## src/rtl/num_str_tx.sv

```systemverilog
// ---------------------------------------------------------------------------
// num_str_tx
// Formats a captured sign + four ASCII digits (or an "ERR" marker) into a
// byte stream for a UART transmitter using a valid/ready handshake.
//
// Parameters:
//   LZ_BLANK        1: leading '0' digits (except the last) are sent as ' '
//                   0: digits are sent unchanged
// Configuration macro:
//   NUM_STR_TX_CRLF_EN  when defined, every frame is terminated by CR LF
//
// Ports:
//   clk              clock, rising edge
//   reset            asynchronous active-high reset
//   start            request one frame (sampled only in IDLE)
//   signbuffer       ASCII sign character
//   outputValBuffer  four ASCII digits, [31:24] most significant
//   validout         1 = digits valid, 0 = send "ERR"
//   tx_data          byte offered to the transmitter
//   tx_valid         tx_data valid, held until accepted
//   tx_ready         transmitter accepts on tx_valid && tx_ready
//   busy             high from start acceptance through the done cycle
//   done             one-cycle pulse after the final byte is accepted
// ---------------------------------------------------------------------------
module num_str_tx #(
    parameter bit LZ_BLANK = 1'b1
) (
    input  logic        clk,
    input  logic        reset,
    input  logic        start,
    input  logic [7:0]  signbuffer,
    input  logic [31:0] outputValBuffer,
    input  logic        validout,
    output logic [7:0]  tx_data,
    output logic        tx_valid,
    input  logic        tx_ready,
    output logic        busy,
    output logic        done
);

    typedef enum logic [1:0] {
        IDLE = 2'd0,
        SEND = 2'd1,
        DONE = 2'd2
    } state_t;

`ifdef NUM_STR_TX_CRLF_EN
    localparam logic [2:0] VALID_LAST   = 3'd6;
    localparam logic [2:0] INVALID_LAST = 3'd4;
`else
    localparam logic [2:0] VALID_LAST   = 3'd4;
    localparam logic [2:0] INVALID_LAST = 3'd2;
`endif

    state_t      state_q, state_d;
    logic [2:0]  idx_q, idx_d;
    logic [7:0]  sign_q, sign_d;
    logic [31:0] digits_q, digits_d;
    logic        valid_q, valid_d;

    logic [2:0]  last_idx_s;
    logic        zero3_s, zero2_s, zero1_s;
    logic [7:0]  sel_byte_s;

    // Replace a digit by a space when it belongs to the leading-zero run.
    function automatic logic [7:0] blank_digit(input logic [7:0] dig, input logic in_zero_run);
        if (LZ_BLANK && in_zero_run) begin
            blank_digit = 8'h20;
        end else begin
            blank_digit = dig;
        end
    endfunction

    // A digit is blanked only if it and every more significant digit are '0'.
    assign zero3_s = (digits_q[31:24] == 8'h30);
    assign zero2_s = zero3_s && (digits_q[23:16] == 8'h30);
    assign zero1_s = zero2_s && (digits_q[15:8]  == 8'h30);

    assign last_idx_s = valid_q ? VALID_LAST : INVALID_LAST;

    // Select the byte for the current index from the captured frame contents.
    always_comb begin
        sel_byte_s = 8'h00;
        if (valid_q) begin
            case (idx_q)
                3'd0:    sel_byte_s = sign_q;
                3'd1:    sel_byte_s = blank_digit(digits_q[31:24], zero3_s);
                3'd2:    sel_byte_s = blank_digit(digits_q[23:16], zero2_s);
                3'd3:    sel_byte_s = blank_digit(digits_q[15:8],  zero1_s);
                3'd4:    sel_byte_s = digits_q[7:0];
                3'd5:    sel_byte_s = 8'h0D;
                3'd6:    sel_byte_s = 8'h0A;
                default: sel_byte_s = 8'h00;
            endcase
        end else begin
            case (idx_q)
                3'd0:    sel_byte_s = 8'h45;
                3'd1:    sel_byte_s = 8'h52;
                3'd2:    sel_byte_s = 8'h52;
                3'd3:    sel_byte_s = 8'h0D;
                3'd4:    sel_byte_s = 8'h0A;
                default: sel_byte_s = 8'h00;
            endcase
        end
    end

    // Outputs decode registered state only, so reset clears them immediately.
    assign tx_valid = (state_q == SEND);
    assign tx_data  = (state_q == SEND) ? sel_byte_s : 8'h00;
    assign busy     = (state_q != IDLE);
    assign done     = (state_q == DONE);

    // Next-state, byte index and capture logic.
    always_comb begin
        state_d  = state_q;
        idx_d    = idx_q;
        sign_d   = sign_q;
        digits_d = digits_q;
        valid_d  = valid_q;
        case (state_q)
            IDLE: begin
                if (start) begin
                    state_d  = SEND;
                    idx_d    = 3'd0;
                    sign_d   = signbuffer;
                    digits_d = outputValBuffer;
                    valid_d  = validout;
                end else begin
                    state_d  = IDLE;
                end
            end
            SEND: begin
                if (tx_ready) begin
                    if (idx_q == last_idx_s) begin
                        state_d = DONE;
                        idx_d   = 3'd0;
                    end else begin
                        idx_d   = idx_q + 3'd1;
                    end
                end else begin
                    idx_d = idx_q;
                end
            end
            DONE: begin
                state_d = IDLE;
            end
            default: begin
                state_d = IDLE;
                idx_d   = 3'd0;
            end
        endcase
    end

    // State, index and captured-frame registers.
    always_ff @(posedge clk or posedge reset) begin
        if (reset) begin
            state_q  <= IDLE;
            idx_q    <= 3'd0;
            sign_q   <= 8'h00;
            digits_q <= 32'h0000_0000;
            valid_q  <= 1'b0;
        end else begin
            state_q  <= state_d;
            idx_q    <= idx_d;
            sign_q   <= sign_d;
            digits_q <= digits_d;
            valid_q  <= valid_d;
        end
    end

endmodule

```

## config.mk

```make
export PLATFORM = sky130hd
export DESIGN_NAME = num_str_tx
export DESIGN_NICKNAME = d
export VERILOG_FILES = /design/src/rtl/num_str_tx.sv
export SDC_FILE = /design/constraint.sdc
export NUM_CORES = 1
export LEC_CHECK = 0
export ABC_AREA = 0
export CAP_MARGIN = 40
export CORE_ASPECT_RATIO = 0.9
export CORE_MARGIN = 5
export CORE_UTILIZATION = 29
export CTS_CLUSTER_DIAMETER = 200
export DETAILED_ROUTE_END_ITERATION = 10
export DONT_BUFFER_PORTS = 1
export GPL_ROUTABILITY_DRIVEN = 0
export GPL_TIMING_DRIVEN = 0
export PLACE_DENSITY = 0.54
export SYNTH_ARGS = -nofsm -noshare
export SYNTH_HDL_FRONTEND = slang
export SYNTH_SLANG_ARGS = --single-unit
```

## constraint.sdc

```tcl
create_clock -name clk -period 2.9 [get_ports clk]
set_input_delay 0.87 -clock clk [delete_from_list [all_inputs] [get_ports clk]]
set_output_delay 0.87 -clock clk [all_outputs]
set_load 0.05 [all_outputs]
```

* Yosys cells after proc, flatten, opt, wreduce, memory -nomap -nowiden
Index checks and enable logic that the tools add are counted.
** Operators by class
- Add/sub/neg operators :: 1
- Eq/ne operators :: 15
- Mux-type cells :: 16
- Bitwise operators :: 1
- Reduce and logical (&&, ||, !) cells :: 9
** Operators by type and width (count)
- 8-bit case mux with 7 select lines :: 1
- 8-bit two-way mux :: 5
- 7-bit case mux with 4 select lines :: 1
- 8-bit by 6-bit == test with 1-bit output, second input constant :: 3
- 3-bit two-way mux :: 4
- 3-bit == test, second input constant :: 3
- 3-bit case mux with 3 select lines :: 1
- 3-bit by 2-bit == test with 1-bit output, second input constant :: 2
- 2-bit two-way mux :: 2
- 2-bit by 1-bit inequality test with 1-bit output, second input constant :: 2
- 2-bit case mux with 2 select lines :: 1
- 2-bit AND reduction :: 2
- 3-bit by 1-bit adder with 3-bit output, second input constant :: 1
- 3-bit by 1-bit == test with 1-bit output, second input constant :: 1
- 3-bit == test :: 1
- 3-bit zero test :: 1
- 3-bit AND reduction :: 1
- 2-bit by 1-bit == test with 1-bit output, second input constant :: 1
- 2-bit == test, second input constant :: 1
- 1-bit logical AND :: 2
- 2-bit zero test :: 1
- 2-bit inequality test, second input constant :: 1
- 2-bit nonzero test :: 1
- 2-bit OR reduction :: 1
- other kinds (2) :: 2
** Storage, ports and cells
- Register bits after elaboration :: 46
- Bits of input ports :: 45
- Output and inout bits :: 11

* Depth between registers and ports, before layout
Gate-level depths: netlist of the first run.
- Depth after elaboration :: 7
- Gate-level depth with buffers :: 9

* Worst setup path after synthesis of the first run
No wires, ideal clock.
- Path kind :: register to output
- From :: reg idx_q[2]
- To :: out tx_data[0]
- Arrival time :: 2.165 ns
- Required time :: 2.030 ns
- Setup slack :: -0.135 ns
- Stages on the path, launching flop included :: 8
- Buffers on the path :: 3
- Path through :: dfrtp_1 -> buf_6 -> buf_4 -> inv_1 -> ha_1 -> clkbuf_1 -> a221oi_1 -> a31oi_1
** Between the ends
- Cells in the longest elaborated chain, start to end :: 5
** Ends and longest elaborated chain
- from (decl) :: RTL line 56 : logic [2:0] idx_q, idx_d;
- from (signal assigned) :: RTL line 164 : idx_q <= idx_d;
- 3-bit by 2-bit == test with 1-bit output or 3-bit by 1-bit == test with 1-bit output (tied branches) :: RTL line 85, 96
- 2-bit OR reduction (no source line)
- 7-bit case mux with 4 select lines :: RTL line 96 : case (idx_q)
- 8-bit two-way mux * :: RTL line 84 : if (valid_q) begin
- 8-bit two-way mux * :: RTL line 109 : assign tx_data = (state_q == SEND) ? sel_byte_s : 8'h00;
- to (decl) :: RTL line 34 : output logic [7:0] tx_data,
Every way passes the cells marked *; elsewhere a longest branch is shown, timed or not.

* Worst setup path in the final report of the first run
- From :: reg idx_q[1]
- To :: out tx_data[5]
** Between the ends
- Cells in the longest elaborated chain, start to end :: 4
** Ends and longest elaborated chain
- 3-bit == test, or another cell as far along :: RTL line 85 : case (idx_q)
- 8-bit case mux with 7 select lines * :: RTL line 85
- 8-bit two-way mux * :: RTL line 84
- 8-bit two-way mux * :: RTL line 109
Marked as above.

==> results.txt, run 1 <==
----------------------------------------------------
[Synthesis]
  Ranking of synthesized cells by instance count ... dfrtp_1, mux2_2, nand2_1, o21ai_0, nor2_1
  Dominant cell type by area after synthesis ... dfrtp_1
  #FFs+latches synth ... 46
  Count of cell types in the netlist ... 44
  Leading cell type by number of instances after synthesis ... dfrtp_1
  Number of enable-type register cells in the synthesized netlist ... 0
  Warning count from the yosys run ... 0
  Proportion of synthesized chip area in sequential cells ... 49.4%
  Proportion of register bits with asynchronous set or reset after synthesis ... 100%
  Syn Nets ... 250
  Cells after synthesis ... 200
  Area share of the largest cell type after synthesis ... 49.4%
  Post-synthesis instance area ... 0.00233 mm²
  Main synth FF type ... dfrtp_1
  Top cells by area in the synthesized netlist ... dfrtp_1, mux2_2, o21ai_0
  Mean instance size in the synthesized netlist ... 11.7 µm²

[Worst setup path]
  Peak per-stage delay on the critical path ... 0.44 ns
  Cells on worst reg2reg path ... 4
  Critical Path Start Type ... flop
  Crit end category ... output pin
  Data arrival time of the critical path ... 2.00 ns
  Minimum setup slack among reg-to-reg paths ... 1.35 ns
  Critical-path top delay cell ... dfrtp_1
  Critical Path Fanout Max ... 7
  Kind of critical path ... flop to output pin
  Endpoint of the worst-slack reg-to-reg timing path ... sign_q[5]
  Required time of the worst setup path ... 2.03 ns
  Start of the worst register-to-register path ... state_q[1]
  Ordered cell list for the critical path ... inv_2, ha_4, buf_6, a222oi_1, o21ai_1, a21oi_2, nor2_4, buf_8

[Pwr]
  Power dissipated by switching net loads ... 1.62 mW
  Internal power summed over all cells ... 2.00 mW
  Switching portion of total power ... 44.7%
  Worst supply voltage drop on vdd ... 0.349 mV
  Total power consumption of the routed design ... 3.62 mW
  Ratio of total power to cell area ... 1250 mW/mm²
  Proportion of power drawn by the clock network ... 10.1%
  Power share of the combinational group ... 55.8%
  Power share of the sequential group ... 34.1%
  Leakage power total ... 1.12 nW

[Job]
  Max-cap violations ... 0

[Clock tree]
  Clock Tree Buf Depth ... 2
  Insertion delay of the later-clocked pin in the worst-skew pair ... 0.29 ns
  Count of hold-fix buffers inserted at cts ... 0
  Buffer cell driving the clock tree root ... clkbuf_8
  Clock buffer count from CTS ... 5
  Number of sinks driven by the clock tree ... 46
  Clock-pin transition on the worst setup and hold timing paths ... 0.08 ns
  H-tree depth reported by CTS ... 2
  TritonCTS clock tree ... done

[Routing]
  Routed length on met3 ... 390 µm
  Vias after detailed routing ... 1693
  Routed wire length per instance ... 19.1 µm
  DRT Wirelength ... 6130 µm
  Uppermost routed layer ... met4
  Number of nets with antenna violations after detailed routing ... 0
  Count of routing violations after the opening detailed-route iteration ... 89
  DRC viols ... 0
  Vias per Instance ... 5.29
  Met1 Wirelength ... 2790 µm
  Met2 wire length ... 2900 µm
  Length of the first detailed-routing pass in iterations ... 5

[Timing]
  Post-route worst hold slack ... 0.467 ns
  Setup Skew ... 0.00378 ns
  Fin. max-slew vios ... 0
  Final hold violations ... 0
  Worst rel slew slack ... 68.9%
  Clock period minus worst slack ... 2.87 ns
  Maximum achievable frequency ... 349 MHz
  Post-Route Setup TNS ... 0 ns
  Unrepaired setup endpoints after global routing ... yes
  Total of endpoints with negative setup slack in the final report ... 0
  Period Utilization, post-route ... 98.9%
  Slew @ Worst Pin ... 0.465 ns

[Cells and area]
  Diode count ... 0
  Summed area of non-filler cells in the final layout ... 0.00289 mm²
  Fraction of layout instances using a drive strength above 1 ... 46.2%
  Total Nets Final ... 271
  Relative area change from synthesis to final layout ... 24.2%
  Post-route non-filler standard cell count ... 320

[Floorplanning]
  Die extent in x ... 105 µm
  Row count ... 31
  Number of top-level pins ... 56
  Height of the die ... 95.1 µm
  Placeable core region ... 0.00795 mm²
  Die area ... 0.00993 mm²
  Starting density of the core ... 29.3%

[Placement]
  Port Buf Inserts ... 0
  Cell area reported after detailed placement ... 0.00252 mm²
  DP Wirelength ... 4690 µm
  Number of cells in the design after placement ... 304

[Status]
  Outcome ... finished clean

[GRT]
  Pin count of the biggest net entering global routing ... 27
  First-pass GRT wire length ... 9890 µm
  Overflow left after global routing ... 0
  Via count of the first global-routing pass ... 1756
  Number of antenna violations at the first check in global routing ... 0
  All-layer global routing usage ... 12.7%

[Worst hold path]
  Worst hold path class ... input pin to asynchronous set/reset pin

----------------------------------------------------
[worst max path at each step]
stage,startpoint,endpoint,depth (start not counted)
after floorplan,idx_q[2],tx_data[7],8
after global placement,idx_q[2],tx_data[7],8
after detailed placement,idx_q[2],tx_data[0],7
after CTS,idx_q[1],tx_data[5],8
after global routing,idx_q[0],tx_data[4],7
final,idx_q[1],tx_data[5],8
[what timing repair did]
item	in CTS	in global routing
setup endpoints to repair	8	8
gates resized for setup	29	25
pin swaps	7	14
cloned	0	0
buffers inserted	2	7
[worst max-delay path, delay by kind of cell (launching register included)]
family          cells  cell delay, ns
buf+inv             3            0.36
compound gates      3            0.67
flops               1            0.44
simple gates        1            0.05
fa+ha+maj           1            0.17
[power by group through the flow]
stage          combinational, mW  clock (mW)  sequential [mW]
2_1_floorplan               1.35           0             1.12
3_3_place_gp                1.57           0             1.22
3_5_place_dp                1.62           0             1.23
4_1_cts                     1.83       0.380             1.22
5_1_grt                     2.18       0.410             1.27
6_report                    2.02       0.366             1.23
[kinds of logic after synthesis]
logic type               synth area share, %
flip-flops                              49.4
adder cells (fa/ha/maj)                 2.68
AO/OA/AOI/OAI                           12.1
buffers and inverters                   4.67
AND/OR/NAND/NOR                         10.0
multiplexers                            21.1
[registers in the layout, indices dropped and copies added (netlist names)]
| signal | flops |
|---|---|
| digits_q | 32 |
| sign_q | 8 |
| idx_q | 3 |
| valid_q | 1 |
| state_q | 2 |
[stage by stage]
stage               util, %  setup slack (ns)
floorplan                 -          -0.00727
global placement       31.0            -0.293
detailed placement     31.7            -0.150
CTS                    34.3          -0.00619
global route           36.4           -0.0573
finish                 36.4            0.0311
[area by class of cell]
cell class                      count  area (µm²)
Clock buffer                        7        76.3
Fill cell                         771        5060
Multi-Input combinational cell    135        1270
Sequential cell                    46        1150
Tap cell                           99         124
Buffer                             13         124
Inverter                            6        22.5
Timing Repair Buffer               14         129
[layout by cell type, fill, tap and decap left out, drive strengths merged, types with 2 or more instances in the layout]
cell type  instances
a21oi              5
a221oi             2
a222oi             2
a22oi              2
a31oi              3
and3               2
buf               25
clkbuf             9
dfrtp             46
ha                 5
inv                6
mux2              42
mux2i              2
nand2             13
nand2b             2
nand3              4
nor2               8
nor2b              3
nor3               2
nor4b              3
o2111ai            3
o21ai             15
o31ai              2
[layer usage]
layer  track usage (%)  vias up
met4              2.59        0
li1                  -      778
met5                 0        -
met3              4.33        5
met2              20.0       40
met1              17.1      870
No activity file was read; power rests on OpenSTA's default activity.
==> run 2: changes to the inputs <==
CAP_MARGIN = 10   (was 40)
PLACE_DENSITY = default   (was 0.54)
PLACE_DENSITY_LB_ADDON = 0.12   (was default)
clock period = 3 ns   (was 2.9 ns; I/O delays follow)
==> run 2 against run 1 <==
  * Sequential cell count unchanged
  * Non-clock buffer count down 9
  * Sequential power decreased by 4%
  * Global-route usage grew 0.32 points
  * Total power fell by 4.3%
  * Clock skew rose by 0.0021 ns
  * First-iteration DRC count is 44% lower
  * Via count fell by 6.6%
  * Combinational power is 9.9% lower
  * Utilization fell by 1.3 points
  * Largest cell class unchanged
  * Largest power group unchanged
==> results.txt, run 2 (synthesis gave the netlist of run 1 again) <==
----------------------------------------------------
[Routing]
  Routed wire length per instance ... 20.2 µm
  Count of routing violations after the opening detailed-route iteration ... 50
  DRC viols ... 0
  Length of the first detailed-routing pass in iterations ... 4
  Vias per Instance ... 5.07
  Vias after detailed routing ... 1582
  DRT Wirelength ... 6290 µm
  Number of nets with antenna violations after detailed routing ... 0

[Cells and area]
  Most frequent standard cell in the layout excluding fill and tap cells ... dfrtp_1
  Summed area of non-filler cells in the final layout ... 0.00279 mm²
  Diode count ... 0
  Total Nets Final ... 262
  Fraction of layout instances using a drive strength above 1 ... 43.7%
  Post-route non-filler standard cell count ... 312
  Largest Register ... digits_q
  Regs by FF count ... digits_q x32, sign_q x8, idx_q x3
  Util after Layout ... 35.1%
  Relative area change from synthesis to final layout ... 19.8%
  Leading cell types in the layout, fill and taps excluded ... dfrtp_1, mux2_2, buf_4, nand2_1, o21ai_0
  Max FFs per register ... 32

[Pwr]
  Ratio of total power to cell area ... 1240 mW/mm²
  Leakage power total ... 1.08 nW
  Worst supply voltage drop on vdd ... 0.424 mV

[Placement]
  Port Buf Inserts ... 0
  DP Wirelength ... 4720 µm
  Number of cells in the design after placement ... 300
  Cell area reported after detailed placement ... 0.00249 mm²

[Floorplanning]
  Row count ... 31
  Number of top-level pins ... 56
  Placeable core region ... 0.00795 mm²
  Die area ... 0.00993 mm²
  Height of the die ... 95.1 µm
  Die extent in x ... 105 µm
  Starting density of the core ... 29.3%

[Worst hold path]
  Worst hold path class ... input pin to asynchronous set/reset pin

[Job]
  Max-cap violations ... 0

[GRT]
  Via count of the first global-routing pass ... 1699
  All-layer global routing usage ... 13.0%
  Overflow left after global routing ... 0
  Number of antenna violations at the first check in global routing ... 0
  Pin count of the biggest net entering global routing ... 38
  First-pass GRT wire length ... 9970 µm

[Timing]
  Maximum achievable frequency ... 343 MHz
  Clock period minus worst slack ... 2.92 ns
  Setup Skew ... 0.00592 ns
  Final hold violations ... 0
  Period Utilization, post-route ... 97.2%
  Fin. max-slew vios ... 0
  Worst rel slew slack ... 37.5%
  Post-route worst hold slack ... 0.394 ns
  Total of endpoints with negative setup slack in the final report ... 0
  Slew @ Worst Pin ... 0.935 ns

[Clock tree]
  Number of sinks driven by the clock tree ... 46
  Clock Tree Buf Depth ... 2
  Buffer cell driving the clock tree root ... clkbuf_8
  Insertion delay of the later-clocked pin in the worst-skew pair ... 0.30 ns
  Clock buffer count from CTS ... 5
  Clock-pin transition on the worst setup and hold timing paths ... 0.09 ns
  H-tree depth reported by CTS ... 2
  TritonCTS clock tree ... done

[Worst setup path]
  Critical Path Fanout Max ... 10
  Crit end category ... output pin
  Required time of the worst setup path ... 2.10 ns
  Critical Path Start Type ... flop
  Data arrival time of the critical path ... 2.02 ns
  Kind of critical path ... flop to output pin

[Status]
  Outcome ... finished clean

----------------------------------------------------
-- run 2: layout make-up --
| class | count | area [µm²] |
|---|---|---|
| well taps | 99 | 124 |
| clock buffers | 7 | 76.3 |
| inverters | 6 | 22.5 |
| clock inverters | 1 | 30.0 |
| repair buffers | 6 | 57.6 |
| fillers | 813 | 5160 |
| plain buffers | 12 | 105 |
| multi-input cells | 135 | 1220 |
| flip-flops and latches | 46 | 1150 |
-- run 2: through the flow --
| step | TNS (ns) | power [mW] | setup WS [ns] |
|---|---|---|---|
| after floorplan | 0 | 2.39 | 0.0627 |
| after global placement | -0.858 | 2.74 | -0.274 |
| after detailed placement | -0.879 | 2.76 | -0.260 |
| after CTS | -0.00319 | 3.44 | -0.00319 |
| after global routing | -0.00986 | 3.70 | -0.00986 |
| final | 0 | 3.47 | 0.0841 |
-- run 2: timing repair --
action                                  4_1_cts  5_1_grt
pin swaps                                     8        8
buffers inserted                              3        2
gates resized for setup                      28       14
hold buffers                                  0        0
endpoints found under the setup margin        8        8
hold endpoints to repair                      0        0
-- run 2: path summary, 6_finish.rpt --
kind                        startpoint          end  slack, ns  cells past startpoint
setup / recovery              idx_q[1]   tx_data[6]       0.08                      6
hold / removal                   reset    sign_q[7]       0.39                      1
setup reg to reg            state_q[1]    sign_q[3]       1.43                      4
hold reg to reg            digits_q[2]  digits_q[2]       0.51                      1
max in group asynchronous        reset     idx_q[0]       2.11                      2
min in group clk           digits_q[2]  digits_q[2]       0.51                      1
-- run 2: critical path: stages, from the launching register on --
cell and delay (ns):
dfrtp_1 0.41, inv_1 0.08, ha_1 0.20, buf_4 0.18
a222oi_1 0.42, o2111ai_1 0.17, and3_4 0.26
-- run 2: routing by layer --
metal	wire length, µm	track usage, %	up-vias
li1	-	-	755
met1	3000	17.5	783
met2	2880	20.3	39
met3	371	5.01	5
met4	40	2.27	0
met5	0	0	-
-- run 2: where the power goes --
part	switching (mW)	leakage, nW	internal [mW]	total [mW]
clock network	0.213	0.0524	0.250	0.462
logic	1.09	0.484	0.735	1.82
registers	0.253	0.547	0.930	1.18
total	1.55	1.08	1.91	3.47
==> run 3: changes to the inputs <==
clock period = 3.1 ns   (was 3 ns; I/O delays follow)
==> run 3 against run 2 <==
  * Non-clock buffer count down 2
  * Worst setup slack worse by 0.023 ns
  * Clock skew down 0.0032 ns
  * Via count up 3.0%
  * Sequential cell count unchanged
  * Clock power down 22%
  * Routed wire length down 1.5%
  * Hold slack better by 0.12 ns
  * Utilization down 1.1 points
  * Clock-buffer cell count down 1
  * Highest routed layer unchanged
==> results.txt, run 3 (synthesis gave the netlist of run 1 again) <==
----------------------------------------------------
[Status]
  Outcome ... finished clean

[Cells and area]
  Post-route non-filler standard cell count ... 308
  Total Nets Final ... 260
  Relative area change from synthesis to final layout ... 16.0%
  Largest Register ... digits_q
  Leading cell types in the layout, fill and taps excluded ... dfrtp_1, mux2_2, nand2_1, o21ai_0, buf_4
  Fraction of layout instances using a drive strength above 1 ... 40.7%
  Regs by FF count ... digits_q x32, sign_q x8, idx_q x3
  Summed area of non-filler cells in the final layout ... 0.00270 mm²
  Max FFs per register ... 32
  Diode count ... 0
  Most frequent standard cell in the layout excluding fill and tap cells ... dfrtp_1

[Placement]
  Number of cells in the design after placement ... 300
  Placement Setup Slack ... -0.338 ns
  Port Buf Inserts ... 0
  Cell area reported after detailed placement ... 0.00247 mm²
  DP Wirelength ... 4840 µm

[GRT]
  Met1 global-route usage ... 16.9%
  Pin count of the biggest net entering global routing ... 25
  Overflow left after global routing ... 0
  Via count of the first global-routing pass ... 1709
  First-pass GRT wire length ... 9710 µm
  Most utilized layer in the global route result ... met2
  GR Util met3 ... 3.72%
  Number of antenna violations at the first check in global routing ... 0
  GR Layer Usage met2 ... 20.4%
  All-layer global routing usage ... 12.8%

[Clock tree]
  H-tree depth reported by CTS ... 2
  Number of sinks driven by the clock tree ... 46
  TritonCTS clock tree ... done
  Count of hold-fix buffers inserted at cts ... 0
  Buffer cell driving the clock tree root ... clkbuf_8
  Clock-pin transition on the worst setup and hold timing paths ... 0.08 ns
  Insertion delay of the later-clocked pin in the worst-skew pair ... 0.29 ns
  Clock Tree Buf Depth ... 2
  Clock buffer count from CTS ... 5

[Floorplanning]
  Placeable core region ... 0.00795 mm²
  Number of top-level pins ... 56
  Height of the die ... 95.1 µm
  Die area ... 0.00993 mm²
  Die extent in x ... 105 µm
  Starting density of the core ... 29.3%
  Row count ... 31

[Worst setup path]
  Minimum setup slack among reg-to-reg paths ... 1.56 ns
  Data arrival time of the critical path ... 2.11 ns
  Kind of critical path ... flop to output pin
  Critical Path Start Type ... flop
  Critical Path Fanout Max ... 10
  Crit end category ... output pin
  Required time of the worst setup path ... 2.17 ns

[Timing]
  Total of endpoints with negative setup slack in the final report ... 0
  Worst setup slack after layout ... 0.0606 ns
  Unrepaired setup endpoints after global routing ... yes
  Maximum achievable frequency ... 329 MHz
  Post-route worst hold slack ... 0.511 ns
  Slew @ Worst Pin ... 0.931 ns
  Setup Skew ... 0.00268 ns
  Period Utilization, post-route ... 98.0%
  Worst rel slew slack ... 37.8%
  Post-Route Setup TNS ... 0 ns
  Clock period minus worst slack ... 3.04 ns
  Fin. max-slew vios ... 0
  Final hold violations ... 0

[Routing]
  Vias per Instance ... 5.29
  DRC viols ... 0
  Number of nets with antenna violations after detailed routing ... 0
  Count of routing violations after the opening detailed-route iteration ... 73
  DRT Wirelength ... 6200 µm
  Length of the first detailed-routing pass in iterations ... 4
  Routed wire length per instance ... 20.1 µm
  Vias after detailed routing ... 1630

[Worst hold path]
  Worst hold path class ... flop to flop

[Pwr]
  Worst supply voltage drop on vdd ... 0.403 mV
  Leakage power total ... 1.05 nW
  Ratio of total power to cell area ... 1180 mW/mm²

[Job]
  Max-cap violations ... 0

----------------------------------------------------
==> run 3: path summary, 6_finish.rpt <==
check                      startpoint           to  cells past startpoint
max reg2reg                state_q[1]  digits_q[4]                      4
max                          idx_q[1]   tx_data[5]                      7
min reg2reg                 sign_q[2]    sign_q[2]                      1
max in group asynchronous       reset     idx_q[1]                      2
min                         sign_q[2]    sign_q[2]                      1
min in group asynchronous       reset    sign_q[0]                      1
==> run 3: routing by layer <==
layer | part of all wire (%) | vias up
li1 | - | 754
met1 | 45 | 829
met2 | 47 | 40
met3 | 6.3 | 7
met4 | 1.1 | 0
met5 | 0 | -
==> run 3: layout make-up <==
| type | count | area [µm²] |
|---|---|---|
| timing repair buffer | 3 | 35.0 |
| buffer | 13 | 104 |
| inverter | 6 | 22.5 |
| multi-input combinational | 135 | 1180 |
| fill | 779 | 5250 |
| sequential | 46 | 1150 |
| clock buffer | 6 | 82.6 |
| tap | 99 | 124 |
==> run 3: worst max-delay path: stages (launching register included) <==
cell,delay (ns)
dfrtp_2,0.42
inv_1,0.07
ha_1,0.18
buf_2,0.19
a222oi_1,0.52
o21ai_1,0.14
a21oi_2,0.18
nor2_4,0.11
==> run 3: power breakdown <==
group          internal (mW)  total, mW  switching, mW
combinational          0.668       1.70           1.03
sequential             0.901       1.15          0.246
clock                  0.172      0.361          0.189
total                   1.74       3.20           1.46
==> run 3: repair_timing <==
| item | 4_1_cts | 5_1_grt |
|---|---|---|
| endpoints found under the setup margin | 8 | 8 |
| setup buffers | 1 | 1 |
| endpoints found under the hold margin | 0 | 0 |
| pin swaps | 5 | 6 |
| gates cloned | 0 | 0 |
| gates resized for setup | 24 | 10 |
==> run 3: stage by stage <==
| stage | utilization, % | power [mW] |
|---|---|---|
| after global routing | 34.0 | 3.41 |
| after floorplan | - | 2.29 |
| final | 34.0 | 3.20 |
| after detailed placement | 31.1 | 2.65 |
| after CTS | 33.5 | 3.19 |
| after global placement | 30.9 | 2.63 |
==> edit 1 (config.mk and constraints of run 3) <==
The option `NUM_STR_TX_CRLF_EN` is turned on by a define.
--- a/src/rtl/num_str_tx.sv
+++ b/src/rtl/num_str_tx.sv
@@ -23,4 +23,6 @@
 //   done             one-cycle pulse after the final byte is accepted
 // ---------------------------------------------------------------------------
+`define NUM_STR_TX_CRLF_EN
+
 module num_str_tx #(
     parameter bit LZ_BLANK = 1'b1
Check against the original RTL: not equivalent (Yosys sat finds a counterexample within 10 cycles, from zero or initial values and one cycle with reset high).
==> edit 1 against run 3 <==
- count of clock-buffer cells in the layout increased by 1
- total power increased by 8.6%
- worst setup slack improved by 35 ps
- routed wire length increased by 4.5%
- sequential cell count unchanged
- clock skew increased by 2.4 ps
- hold slack improved by 2.7 ps
- cell area increased by 10%
- via count decreased by 1.9%
- cell count increased by 6.2%
- synthesized area increased by 8.2%
- largest cell class unchanged
==> edit 1: results (changes against run 3) <==
[run_status]
status=complete, no violations  ; unchanged

[placement]
dpl_worst_slack_ps=-294  ; was -338 ps
dpl-instance-area_sq_um=2700  ; was 2470 sq um
dp.cells=318  ; was 300
post-dp-hpwl_um=4930  ; was 4840 um

[route]
routedWlPerCell_um=19.8  ; was 20.1 um
wl_met1_um=3150  ; was 2800 um
highest_layer=met4  ; unchanged
routed_wl_um=6480  ; was 6200 um
wl_met3_um=470  ; was 388 um
via_per_inst=4.89  ; was 5.29
dr.first_iter.drc_count=108  ; was 73
met2_length_um=2810  ; was 2940 um

[worst_hold_path]
hold_depth=1  ; unchanged
holdPathEnd=digits_q[0]  ; was sign_q[2]
min_from=digits_q[0]  ; was sign_q[2]

[finish]
layout.nets=257  ; was 260
drive_gt1_share_pct=44.2  ; was 40.7%
fillers=866  ; was 779
n_antenna_cell=0  ; unchanged

[cts]
cts_max_level=2  ; unchanged
cts-resized-gates=25  ; was 24
clock_latency_ps=290  ; about the same

[timing]
slew-limit-headroom_pct=37.5  ; was 37.8%
clock_skew_ps=5.12  ; was 2.68 ps
timing.hold.ws_ps=514  ; was 511 ps
fin_ws_ps=96.0  ; was 60.6 ps

[worst_setup_path]
endpoint=tx_data[0]  ; was tx_data[5]
cp_data_arrival_time_ps=2070  ; was 2110 ps
worstReg2RegEnd=digits_q[28]  ; was digits_q[4]
regToRegSetupSlack_ps=1640  ; was 1560 ps
r2r_start=state_q[1]  ; unchanged

[power_and_ir_drop]
power_leakage_nw=1.21  ; was 1.05 nW
power_density_nw_per_um2=1170  ; was 1180 nW/um^2
ir_drop_mv=0.429  ; was 0.403 mV

[global_route]
met1_usage_pct=18.5  ; was 16.9%
grtUsageTotal_pct=12.6  ; was 12.8%
grt_pass1_vias=1703  ; was 1,709
antenna_found_initial=0  ; unchanged
grt_use_met2_pct=17.5  ; was 20.4%
grt_pass1_wl_um=10100  ; was 9710 um
use_met3_pct=4.65  ; was 3.72%

[synthesis]
synth_commonest_cells=46 x dfrtp_1, 36 x mux2_4, 13 x nand2_1, 7 x nor2_1  ; was 46 x dfrtp_1, 42 x mux2_2, 13 x nand2_1, 13 x o21ai_0, 8 x nor2_1
yosys-top-cells-area=dfrtp_1 46%, mux2_4 21%, mux2_2 2.7%  ; was dfrtp_1 49%, mux2_2 20%, o21ai_0 2.8%
ys_types=46  ; was 44
syn-mean-instance-area_sq_um=12.7  ; was 11.7 sq um
syn_nets=248  ; was 250
ys_seq_area_share_pct=45.6  ; was 49.4%

==> edit 1: critical path, stage by stage (launching register included) <==
cell      delay [ps]
dfrtp_2          470
ha_1             210
ha_1             220
buf_4            190
a221oi_2         420
a31oi_4          270
==> edit 1: cell type report <==
class,count,area (sq um),share of cell area [%]
sequential,46,1150,38.8
clock buffer,7,86.3,2.90
multi-input combinational,133,1370,46.2
timing repair buffer,2,35.0,1.18
clock inverter,1,5.00,0.168
buffer,12,145,4.88
inverter,7,27.5,0.925
tap,119,149,5.00
==> edit 1: where the power goes <==
group	internal, W	switching (W)	total (W)
logic	0.000844	0.00107	0.00191
registers	0.000899	0.000292	0.00119
clock network	0.000180	0.000195	0.000375
==> edit 1: cells by family (layout without fill, tap and decap cells) <==
group           count (synthesis)  in the layout  share of synthesized area [%]
simple gates                   44             44                           9.77
mux                            44             44                           24.9
fa+ha+maj                       5              5                           2.48
flops                          46             46                           45.6
xor+xnor                        1              1                          0.347
buf+inv                        19             29                           6.30
compound gates                 39             39                           10.6
==> edit 2 (flow settings as in run 3) <==
Made on the original files. Encoding of `state_t`: now one-hot (3 bits for 3 states).
--- a/src/rtl/num_str_tx.sv
+++ b/src/rtl/num_str_tx.sv
@@ -39,8 +39,8 @@
 );
 
-    typedef enum logic [1:0] {
-        IDLE = 2'd0,
-        SEND = 2'd1,
-        DONE = 2'd2
+    typedef enum logic [2:0] {
+        IDLE = 3'b001,
+        SEND = 3'b010,
+        DONE = 3'b100
     } state_t;
 
Behaviour: no difference found for any inputs over 10 cycles, from zero or initial values and one cycle with reset high; not proved beyond that.
==> edit 2 against run 3 <==
- worst setup slack improved by 19 ps
- count of clock-buffer cells in the layout grew 2
- total power down 16%
- synthesized area is 2.3% higher
- register-to-register slack worse by 290 ps
- sequential cell count rose by 1
- cell area is 2.5% higher
- routed wire length fell by 0.53%
- largest cell class unchanged
==> edit 2: results (changes against run 3) <==
[route]
routedWlPerCell_um=19.8  ; was 20.1 um
via_per_inst=5.21  ; was 5.29
wl_met3_um=496  ; was 388 um
wl_met1_um=2870  ; was 2800 um
dr.pass1.iters=6  ; was 4
met2_length_um=2730  ; was 2940 um
highest_layer=met4  ; unchanged
dr.first_iter.drc_count=81  ; was 73

[cts]
cts_buffer_depth=2  ; unchanged
cts_inserted_buffers=5  ; unchanged
post_cts_buffers=0  ; was 1
cts_max_level=2  ; unchanged
cts-resized-gates=19  ; was 24

[worst_setup_path]
r2r_start=state_q[2]  ; was state_q[1]
cp_data_arrival_time_ps=2090  ; was 2110 ps
crit_path_max_fanout=6  ; was 10
worstReg2RegEnd=idx_q[0]  ; was digits_q[4]
regToRegSetupSlack_ps=1270  ; was 1560 ps

[worst_hold_path]
min_path_type=input pin to asynchronous set/reset pin  ; was flop to flop

[synthesis]
ys_types=40  ; was 44
ys_warn_count=0  ; unchanged
yosys-top-cells-area=dfrtp_1 48%, mux2_2 20%, ha_1 2.6%  ; was dfrtp_1 49%, mux2_2 20%, o21ai_0 2.8%
syn_nets=250  ; unchanged
synth_commonest_cells=46 x dfrtp_1, 43 x mux2_2, 11 x o21ai_0  ; was 46 x dfrtp_1, 42 x mux2_2, 13 x nand2_1, 13 x o21ai_0, 8 x nor2_1
synth_area_leader_cell=dfrtp_1  ; unchanged
ys_seq_area_share_pct=49.4  ; about the same
synth-seq-cells=47  ; was 46

[global_route]
grt_max_degree=29  ; was 25
grt_use_met2_pct=19.5  ; was 20.4%
met1_usage_pct=16.9  ; about the same
grt_pass1_wl_um=9920  ; was 9710 um
grtUsageTotal_pct=12.7  ; was 12.8%
use_met3_pct=5.30  ; was 3.72%
grt_pass1_vias=1707  ; was 1,709

[timing]
clock_skew_ps=6.25  ; was 2.68 ps
timing.hold.ws_ps=509  ; was 511 ps
tightest_slew_ps=905  ; was 931 ps

[power_and_ir_drop]
power_leakage_nw=1.10  ; was 1.05 nW
power.share.switching_pct=39.6  ; was 45.6%
ir_drop_mv=0.369  ; was 0.403 mV

[finish]
final_area_sq_um=2770  ; was 2700 sq um
buffers_excl_clock=14  ; was 16
inverters=9  ; was 6
final-clk-cell-share_pct=2.89  ; was 3.05%
multi_input_gates=134  ; was 135
drive_gt1_share_pct=41.5  ; was 40.7%
area_delta_synth_final_pct=16.2  ; was 16.0%
reg_top3=digits_q: 32 flops, sign_q: 8 flops  ; was digits_q: 32 flops, sign_q: 8 flops, idx_q: 3 flops
fillers=818  ; was 779
layout.nets=261  ; was 260
clkbuf_count=8  ; was 6
multi_input_area_share_pct=44.2  ; was 43.7%
buffer_area_share_pct=4.61  ; was 5.14%
n_antenna_cell=0  ; unchanged
ff_latch_area_sq_um=1180  ; was 1150 sq um

[run_status]
status=complete, no violations  ; unchanged

[placement]
post-dp-hpwl_um=4740  ; was 4840 um
dpl-instance-area_sq_um=2530  ; was 2470 sq um

[edit 2: cell types whose count changed after synthesis, sizes merged, moves of 3 or more]
cell,change
buf,-3
o21ai,-4
inv,+3
nand2,-4
nor2,+3
nor3,+3
[edit 2: power by group through the flow]
stage	combinational (W)	sequential, W	clock [W]
6_report	0.00117	0.00115	0.000353
5_1_grt	0.00128	0.00119	0.000396
4_1_cts	0.00115	0.00115	0.000372
3_5_place_dp	0.00106	0.00116	0
3_3_place_gp	0.00105	0.00116	0
2_1_floorplan	0.000887	0.00106	0
[edit 2: logic make-up (layout without fill, tap and decap cells)]
kind of cell | count (synthesis) | in the layout | synth area share [%]
flip-flops | 47 | 47 | 49.4
AND/OR/NAND/NOR | 45 | 46 | 10.9
multiplexers | 46 | 46 | 21.8
buffers and inverters | 20 | 31 | 4.72
AO/OA/AOI/OAI | 37 | 37 | 10.7
adder cells (fa/ha/maj) | 5 | 5 | 2.62
[edit 2: how the worst max path moves through the flow]
stage / cells past startpoint / end / startpoint / slack [ps]
5_1_grt: 7 / tx_data[2] / idx_q[1] / 4
3_5_place_dp: 4 / tx_data[4] / state_q[0] / -330
6_report: 4 / tx_data[0] / state_q[0] / 80
3_3_place_gp: 4 / tx_data[1] / state_q[0] / -340
4_1_cts: 5 / tx_data[0] / idx_q[2] / -50
2_1_floorplan: 4 / tx_data[1] / state_q[0] / 10
[edit 2: per-stage QoR]
stage | setup TNS (ps) | std cells | worst slack [ps]
after floorplan | 0 | 200 | 13.2
after global placement | -1360 | 299 | -337
after detailed placement | -1360 | 300 | -333
after CTS | -107 | 308 | -46.6
after global routing | 0 | 311 | 4.40
final | 0 | 311 | 79.5
[edit 2: critical path, stage by stage, from the launching register on]
cell,delay [ps]
dfstp_2,380
nand2b_1,250
nor2_4,450
nand2_1,240
a31oi_4,460
